`src/rtl/control_pipe_if.sv`:
```
// control_pipe_if: ID-stage inputs and staged control outputs of the control pipeline
interface control_pipe_if;
  logic [8:0] id_ctrl;
  logic [4:0] id_rs, id_rt, id_rd;
  logic ex_zero;
  logic ex_RegDst, ex_ALUSrc;
  logic [1:0] ex_ALUOp;
  logic mem_MemRead, mem_MemWrite, mem_Branch;
  logic wb_RegWrite, wb_MemtoReg;
  logic [4:0] wb_wreg;
  logic pc_write, ifid_write, ifid_flush, pcsrc;
  logic [15:0] stall_count, flush_count;
  modport master (
    output id_ctrl, id_rs, id_rt, id_rd, ex_zero,
    input ex_RegDst, ex_ALUSrc, ex_ALUOp, mem_MemRead, mem_MemWrite, mem_Branch,
    input wb_RegWrite, wb_MemtoReg, wb_wreg, pc_write, ifid_write, ifid_flush, pcsrc,
    input stall_count, flush_count
  );
  modport slave (
    input id_ctrl, id_rs, id_rt, id_rd, ex_zero,
    output ex_RegDst, ex_ALUSrc, ex_ALUOp, mem_MemRead, mem_MemWrite, mem_Branch,
    output wb_RegWrite, wb_MemtoReg, wb_wreg, pc_write, ifid_write, ifid_flush, pcsrc,
    output stall_count, flush_count
  );
endinterface

```
`src/rtl/control_pipe.sv`:
```
// control_pipe: ID/EX, EX/MEM, MEM/WB control registers with load-use stall and branch flush
module control_pipe (
  input logic clk,
  input logic rst,
  control_pipe_if.slave p
);
  logic [8:0] idex_ctrl_q, idex_ctrl_d;
  logic [4:0] idex_rt_q, idex_rt_d, idex_rd_q, idex_rd_d;
  logic [5:0] exmem_ctrl_q, exmem_ctrl_d;
  logic [4:0] exmem_wreg_q, exmem_wreg_d;
  logic [1:0] memwb_ctrl_q, memwb_ctrl_d;
  logic [4:0] memwb_wreg_q, memwb_wreg_d;
  logic [15:0] stall_cnt_q, stall_cnt_d, flush_cnt_q, flush_cnt_d;
  logic hazard, stall, pcsrc;
  // hazard/flush decisions and next stage contents; EX/MEM packs {MemtoReg,RegWrite,MemRead,MemWrite,Branch,zero}
  always_comb begin
    hazard = idex_ctrl_q[4] && idex_rt_q != 5'd0 && (idex_rt_q == p.id_rs || idex_rt_q == p.id_rt);
    pcsrc = exmem_ctrl_q[1] & exmem_ctrl_q[0];
    stall = hazard & ~pcsrc;
    idex_ctrl_d = (stall || pcsrc) ? 9'd0 : p.id_ctrl;
    idex_rt_d = p.id_rt;
    idex_rd_d = p.id_rd;
    exmem_ctrl_d = pcsrc ? 6'd0 : {idex_ctrl_q[6:2], p.ex_zero};
    exmem_wreg_d = pcsrc ? 5'd0 : (idex_ctrl_q[8] ? idex_rd_q : idex_rt_q);
    memwb_ctrl_d = exmem_ctrl_q[5:4];
    memwb_wreg_d = exmem_wreg_q;
    stall_cnt_d = stall_cnt_q + {15'd0, stall && stall_cnt_q != 16'hFFFF};
    flush_cnt_d = flush_cnt_q + {15'd0, pcsrc && flush_cnt_q != 16'hFFFF};
  end
  // all stages advance every edge; reset clears everything including counters
  always_ff @(posedge clk) begin
    if (rst) begin
      idex_ctrl_q <= '0;
      idex_rt_q <= '0;
      idex_rd_q <= '0;
      exmem_ctrl_q <= '0;
      exmem_wreg_q <= '0;
      memwb_ctrl_q <= '0;
      memwb_wreg_q <= '0;
      stall_cnt_q <= '0;
      flush_cnt_q <= '0;
    end else begin
      idex_ctrl_q <= idex_ctrl_d;
      idex_rt_q <= idex_rt_d;
      idex_rd_q <= idex_rd_d;
      exmem_ctrl_q <= exmem_ctrl_d;
      exmem_wreg_q <= exmem_wreg_d;
      memwb_ctrl_q <= memwb_ctrl_d;
      memwb_wreg_q <= memwb_wreg_d;
      stall_cnt_q <= stall_cnt_d;
      flush_cnt_q <= flush_cnt_d;
    end
  end
  assign p.ex_RegDst = idex_ctrl_q[8];
  assign p.ex_ALUSrc = idex_ctrl_q[7];
  assign p.ex_ALUOp = idex_ctrl_q[1:0];
  assign p.mem_MemRead = exmem_ctrl_q[3];
  assign p.mem_MemWrite = exmem_ctrl_q[2];
  assign p.mem_Branch = exmem_ctrl_q[1];
  assign p.wb_MemtoReg = memwb_ctrl_q[1];
  assign p.wb_RegWrite = memwb_ctrl_q[0];
  assign p.wb_wreg = memwb_wreg_q;
  assign p.pc_write = ~stall;
  assign p.ifid_write = ~stall;
  assign p.ifid_flush = pcsrc;
  assign p.pcsrc = pcsrc;
  assign p.stall_count = stall_cnt_q;
  assign p.flush_count = flush_cnt_q;
endmodule

```
`src/flat_wrapper.sv`:
```
// flat-port wrapper written by rule: the top's interface ports become plain ports
module control_pipe_flat 
  (clk, rst, p_id_ctrl, p_id_rs, p_id_rt, p_id_rd, p_ex_zero, p_ex_RegDst, p_ex_ALUSrc, p_ex_ALUOp, p_mem_MemRead, p_mem_MemWrite, p_mem_Branch, p_wb_RegWrite, p_wb_MemtoReg, p_wb_wreg, p_pc_write, p_ifid_write, p_ifid_flush, p_pcsrc, p_stall_count, p_flush_count);
  control_pipe_if p_i ();
  input logic clk;
  input logic rst;
  input wire logic [$bits(p_i.id_ctrl)-1:0] p_id_ctrl;
  input wire logic [$bits(p_i.id_rs)-1:0] p_id_rs;
  input wire logic [$bits(p_i.id_rt)-1:0] p_id_rt;
  input wire logic [$bits(p_i.id_rd)-1:0] p_id_rd;
  input wire logic [$bits(p_i.ex_zero)-1:0] p_ex_zero;
  output wire logic [$bits(p_i.ex_RegDst)-1:0] p_ex_RegDst;
  output wire logic [$bits(p_i.ex_ALUSrc)-1:0] p_ex_ALUSrc;
  output wire logic [$bits(p_i.ex_ALUOp)-1:0] p_ex_ALUOp;
  output wire logic [$bits(p_i.mem_MemRead)-1:0] p_mem_MemRead;
  output wire logic [$bits(p_i.mem_MemWrite)-1:0] p_mem_MemWrite;
  output wire logic [$bits(p_i.mem_Branch)-1:0] p_mem_Branch;
  output wire logic [$bits(p_i.wb_RegWrite)-1:0] p_wb_RegWrite;
  output wire logic [$bits(p_i.wb_MemtoReg)-1:0] p_wb_MemtoReg;
  output wire logic [$bits(p_i.wb_wreg)-1:0] p_wb_wreg;
  output wire logic [$bits(p_i.pc_write)-1:0] p_pc_write;
  output wire logic [$bits(p_i.ifid_write)-1:0] p_ifid_write;
  output wire logic [$bits(p_i.ifid_flush)-1:0] p_ifid_flush;
  output wire logic [$bits(p_i.pcsrc)-1:0] p_pcsrc;
  output wire logic [$bits(p_i.stall_count)-1:0] p_stall_count;
  output wire logic [$bits(p_i.flush_count)-1:0] p_flush_count;
  assign p_i.id_ctrl = p_id_ctrl;
  assign p_i.id_rs = p_id_rs;
  assign p_i.id_rt = p_id_rt;
  assign p_i.id_rd = p_id_rd;
  assign p_i.ex_zero = p_ex_zero;
  assign p_ex_RegDst = p_i.ex_RegDst;
  assign p_ex_ALUSrc = p_i.ex_ALUSrc;
  assign p_ex_ALUOp = p_i.ex_ALUOp;
  assign p_mem_MemRead = p_i.mem_MemRead;
  assign p_mem_MemWrite = p_i.mem_MemWrite;
  assign p_mem_Branch = p_i.mem_Branch;
  assign p_wb_RegWrite = p_i.wb_RegWrite;
  assign p_wb_MemtoReg = p_i.wb_MemtoReg;
  assign p_wb_wreg = p_i.wb_wreg;
  assign p_pc_write = p_i.pc_write;
  assign p_ifid_write = p_i.ifid_write;
  assign p_ifid_flush = p_i.ifid_flush;
  assign p_pcsrc = p_i.pcsrc;
  assign p_stall_count = p_i.stall_count;
  assign p_flush_count = p_i.flush_count;
  control_pipe u_core (.clk(clk), .rst(rst), .p(p_i));
endmodule
```
`config.mk`:
```
export PLATFORM = sky130hd
export DESIGN_NAME = control_pipe_flat
export DESIGN_NICKNAME = d
export VERILOG_FILES = /design/src/rtl/control_pipe_if.sv /design/src/rtl/control_pipe.sv /design/src/flat_wrapper.sv
export SDC_FILE = /design/constraint.sdc
export NUM_CORES = 1
export LEC_CHECK = 0
export ABC_CLOCK_PERIOD_IN_PS = 6900
export BUFFER_PORTS_ARGS = -buffer_cell sky130_fd_sc_hd__buf_2
export CELL_PAD_IN_SITES_DETAIL_PLACEMENT = 1
export CELL_PAD_IN_SITES_GLOBAL_PLACEMENT = 1
export CORE_MARGIN = 8
export CORE_UTILIZATION = 40
export CTS_BUF_LIST = sky130_fd_sc_hd__clkbuf_4 sky130_fd_sc_hd__clkbuf_8
export CTS_CLUSTER_DIAMETER = 150
export DETAILED_ROUTE_END_ITERATION = 8
export PLACE_DENSITY_LB_ADDON = 0.1
export SLEW_MARGIN = 5
export SYNTH_ARGS = -nofsm -noshare
export SYNTH_HDL_FRONTEND = slang
export SYNTH_SLANG_ARGS = --single-unit
```
`constraint.sdc`:
```
create_clock -name clk -period 6.9 [get_ports clk]
set_clock_uncertainty 0.15 [all_clocks]
set_input_delay 1.38 -clock clk [delete_from_list [all_inputs] [get_ports clk]]
set_output_delay 1.38 -clock clk [all_outputs]
set_load 0.02 [all_outputs]
```
[After elaboration in Yosys (flattened, before gate mapping)]
Index checks and enable logic that the tools add are counted.
Storage, ports and cells
  logic and storage cells: 29
  bits in registers: 69
Operators by class
  eq/ne operators: 4
  multiplexer cells: 1
  bitwise logic cells: 4
  reductions and logical operators: 9
  add/sub/neg operators: 2
Operators by type and width (number)
  16-bit by 1-bit adder with 16-bit output: 2
  16-bit inequality test, second input constant: 2
  5-bit equality test: 2
  5-bit two-way mux: 1
  5-bit nonzero test: 1
  1-bit logical AND: 4
  2-bit OR reduction: 2
  1-bit AND: 2
  1-bit logical OR: 2
  1-bit NOT: 2

[Longest topological paths before layout]
  depth after elaboration: 6
  gate-level depth with buffers: 13

[Least setup slack after synthesis]
OpenSTA, ideal clock, no wires.
  kind: input-to-output
  start: input p_id_rt[4]
  end: output p_pc_write
  stages: 6
  arrival time: 2.353 ns
  data required time: 5.370 ns
  path slack: 3.017 ns
  path through: xnor2_1 > nand3_1 > nor3_1 > o221ai_1 > nand2b_1 > buf_4
On the way
  longest elaborated chain between the ends: 5
Ends and longest elaborated chain
  start: declaration: line flat_wrapper.sv:9  | input wire logic [$bits(p_i.id_rt)-1:0] p_id_rt;
  5-bit equality test: line control_pipe.sv:17  | hazard = idex_ctrl_q[4] && idex_rt_q != 5'd0 && (idex_rt_q == p.id_rs || idex_rt_q == p.id_rt);
  1-bit logical OR: line control_pipe.sv:17
  1-bit logical AND: line control_pipe.sv:17
  1-bit AND: line control_pipe.sv:19  | stall = hazard & ~pcsrc;
  1-bit NOT
  end: declaration: line flat_wrapper.sv:21  | output wire logic [$bits(p_i.pc_write)-1:0] p_pc_write;
Every way passes these cells.

[Final worst setup path]
  start: input p_id_rt[0]
  end: output p_ifid_write
On the way
  longest elaborated chain between the ends: 5
Ends and longest elaborated chain
  5-bit equality test: line control_pipe.sv:17
  1-bit logical OR: line control_pipe.sv:17
  1-bit logical AND: line control_pipe.sv:17
  1-bit AND: line control_pipe.sv:19
  1-bit NOT: line control_pipe.sv:64  | assign p.ifid_write = ~stall;
  end: declaration: line flat_wrapper.sv:22  | output wire logic [$bits(p_i.ifid_write)-1:0] p_ifid_write;
Every way passes these cells.

==> results.md <==
- Max Slew Vio Count: 0
- Cells after synthesis: about 260
- R2r setup slk: approximately 3900 ps
- Footprint of the multi-input gates: around 1100 µm²
- Diodes inserted: 0
- Main flop type after synthesis: dfxtp_1
- Via/cell ratio: between 4 and 5
- Root buffer selected by CTS: clkbuf_8
- Iteration-0 DRC Markers: 53
- Post-route ant nets: 0
- Dpl cell area: a little under 3000 µm²
- Cell mode on critical path: buf_2
- P_leak: roughly 1.4 nW
- Setup bufs post-CTS: 0
- Number of port buffers: 76
- Die area: about 9000 µm²
- Pin count of the biggest net entering global routing: 52
- TritonCTS buffer count: 9
- Final HPWL DP: about 4400 µm
- Pwr dens: ~240 nW/µm²
- Most frequent cells in the layout: buf_2, dfxtp_1, nor2_1
- Crit path time final: 4277 ps
- Fillcell total: approximately 750
- R2R depth: 12
- Max-slew headroom: 37.72%
- Fin Setup TNS: 0 ps
- Worst flop-to-flop path startpoint: u_core.idex_rt_q[4]
- Vias in the first global route: just over 2000
- Hold Crit Start: u_core.idex_ctrl_q[6]
- Die width: a little under 100 µm
- Critical path class: in2out
- Min setup slack post-route: roughly 2600 ps
- Io pins: between 70 and 80
- Number of max-cap violations: 0
- DRC errors left: 0
- Crit Reg-Reg Endpoint: u_core.p.stall_count[12]
- GPL Wtd Cong: 0.6757
- Final hold slack: around 280 ps
- Max Clock Freq: ~230 MHz
- Critical Path Fanout Max: 11
- CP Buf/Inv Count: 2
- CTS clk-pin slew, worst paths: around 80 ps
- Transition time at the pin with the least slew margin: between 900 and 1000 ps
- Hold Buf Count CTS: 0
- DRT Pass-1 Iters: 4
- WP depth: 7
- Post-synthesis sequential element count: 69
- Syn Area/Cell: around 9.8 µm²
- Resized cells post-CTS: 0
- Worst vdd ir: ~130 µV
- RSZ-0062 raised after global routing: no
- Worst skew pair latency: approximately 340 ps
- CP required: ~5400 ps
- Vias: 2005
- Routed WL: between 5000 and 6000 µm
- Mapped cell area: about 2600 µm²
- Clock sink total: 69
- Syn-to-layout area delta: 23.53%
- Crit path max-delay family: simple AND/OR/NAND/NOR gates
- First-pass GRT wire length: about 9500 µm
- Hold Fails Final Rpt: 0
- H-tree levels: 3
- Layout cells sized above 1: 27.19%
- Netlist cell types: 27
- Status: completed
- GRT Residual Overflow: 0
- Nature of the critical path startpoint: primary input
- Fraction of registers with async set or reset after synthesis: 0%
- Register area: approximately 1400 µm²
- Row cnt: 29
- Post-synthesis sequential area ratio: 53.77%
- CP endpoint kind: output port
- Initial Util: between 40 and 50%
- Worst path slowest cell: o221ai_1
- Total Routing Usage GR: between 10% and 20%
- Final Setup Violations: 0
- Worst Hold Class: reg2reg
- Pre-CTS setup slack: around 2600 ps
- Area of the core: ~6300 µm²
- Critical path endpoint: p_ifid_write
- Crit-path cells: buf_2, xnor2_1, nand3_1, nor3_1, o221ai_1, nand2b_1, buf_2
- CP arrival: 2750 ps
- Post-synth EDFFs: 0
- Initial antenna violation count: 0
- Longest Clk Path Bufs: 2
- Period utilization: between 60% and 70%
- Final nets: between 300 and 400
- CTS tree: done
- Synthesis Warnings: 0
- Die height: 96.14 µm
- CP max stage delay: 380 ps
- Commonest non-fill, non-tap cell in the layout: buf_2
- Post-synthesis net count: ~300
- Critical path origin: p_id_rt[0]
- Avg WL per Cell: 14.30 µm
- Post-route cell area: 3173 µm²
[per-layer routing]
| layer | global-route usage (%) | routed length, µm | vias to the layer above |
|---|---|---|---|
| li1 | - | - | 1011 |
| met1 | 14.98 | 2690 | 933 |
| met2 | 21.40 | 2717 | 53 |
| met3 | 4.914 | 456 | 8 |
| met4 | 8.067 | 127 | 0 |
| met5 | 0 | 0 | - |
[worst min-delay path by stage]
stage	end	cells after the start	slack, ps
6_report	u_core.exmem_ctrl_q[5]	1	280
5_1_grt	u_core.exmem_ctrl_q[1]	1	310
4_1_cts	u_core.exmem_ctrl_q[4]	1	290
3_5_place_dp	u_core.exmem_ctrl_q[4]	1	270
3_3_place_gp	u_core.exmem_ctrl_q[5]	1	260
2_1_floorplan	u_core.exmem_ctrl_q[1]	1	260
[logic make-up (layout without fill, tap and decap cells)]
family                     Yosys count  count (layout)  share of synthesized area (%)
DFF                                 69              69                          53.77
AOI/OAI and AO/OA                    9               9                          1.900
muxes                                5               5                          1.948
buffers and inverters               16              95                          2.971
and+or+nand+nor                    126             126                          25.86
xor gates and xnor gates            34              34                          11.59
adders and majority gates            4               4                          1.948
[cell usage after synthesis, types with 4 or more instances]
| cell type | number | area [µm²] |
|---|---|---|
| a21oi_1 | 4 | 20.02 |
| and2_1 | 6 | 37.54 |
| and3_1 | 12 | 75.07 |
| buf_4 | 4 | 30.03 |
| clkbuf_1 | 7 | 26.28 |
| dfxtp_1 | 69 | 1381 |
| ha_1 | 4 | 50.05 |
| inv_1 | 4 | 15.01 |
| mux2i_1 | 5 | 50.05 |
| nand2_1 | 13 | 48.80 |
| nand3_1 | 13 | 65.06 |
| nand4_1 | 6 | 37.54 |
| nor2_1 | 36 | 135.1 |
| nor2b_1 | 21 | 131.4 |
| nor3_1 | 7 | 35.03 |
| o21ai_0 | 4 | 20.02 |
| or3_1 | 4 | 25.02 |
| xnor2_1 | 13 | 113.9 |
| xor2_1 | 21 | 183.9 |
[state kept, by name (all words and copies together) (netlist names)]
name                  count
u_core.memwb_ctrl_q       2
u_core.exmem_ctrl_q       6
u_core.idex_ctrl_q        9
u_core.idex_rt_q          5
u_core.idex_rd_q          5
u_core.exmem_wreg_q       5
u_core.p.flush_count     16
u_core.p.wb_wreg          5
u_core.p.stall_count     16
[final cells by class]
type / instances / area share [%]
Clock buffer: 9 / 3.904
Clock inverter: 6 / 2.050
Inverter: 4 / 0.4732
Multi-Input combinational cell: 178 / 35.02
Sequential cell: 69 / 43.53
Tap cell: 77 / 3.036
Timing Repair Buffer: 76 / 11.99
[stage by stage]
stage | instances | power [mW] | util, %
3_3_place_gp | 404 | 0.4622 | 47.54
5_1_grt | 419 | 0.8004 | 50.55
6_report | 419 | 0.7687 | 50.55
4_1_cts | 419 | 0.7793 | 50.55
3_5_place_dp | 404 | 0.4638 | 47.54
2_1_floorplan | 263 | 0.4477 | -
[report_power, final]
group	total [mW]	internal, mW	switching [mW]
combinational	0.0391	0.0183	0.0208
sequential	0.414	0.409	0.00553
clock	0.315	0.164	0.151
No activity file was read; power rests on OpenSTA's default activity.
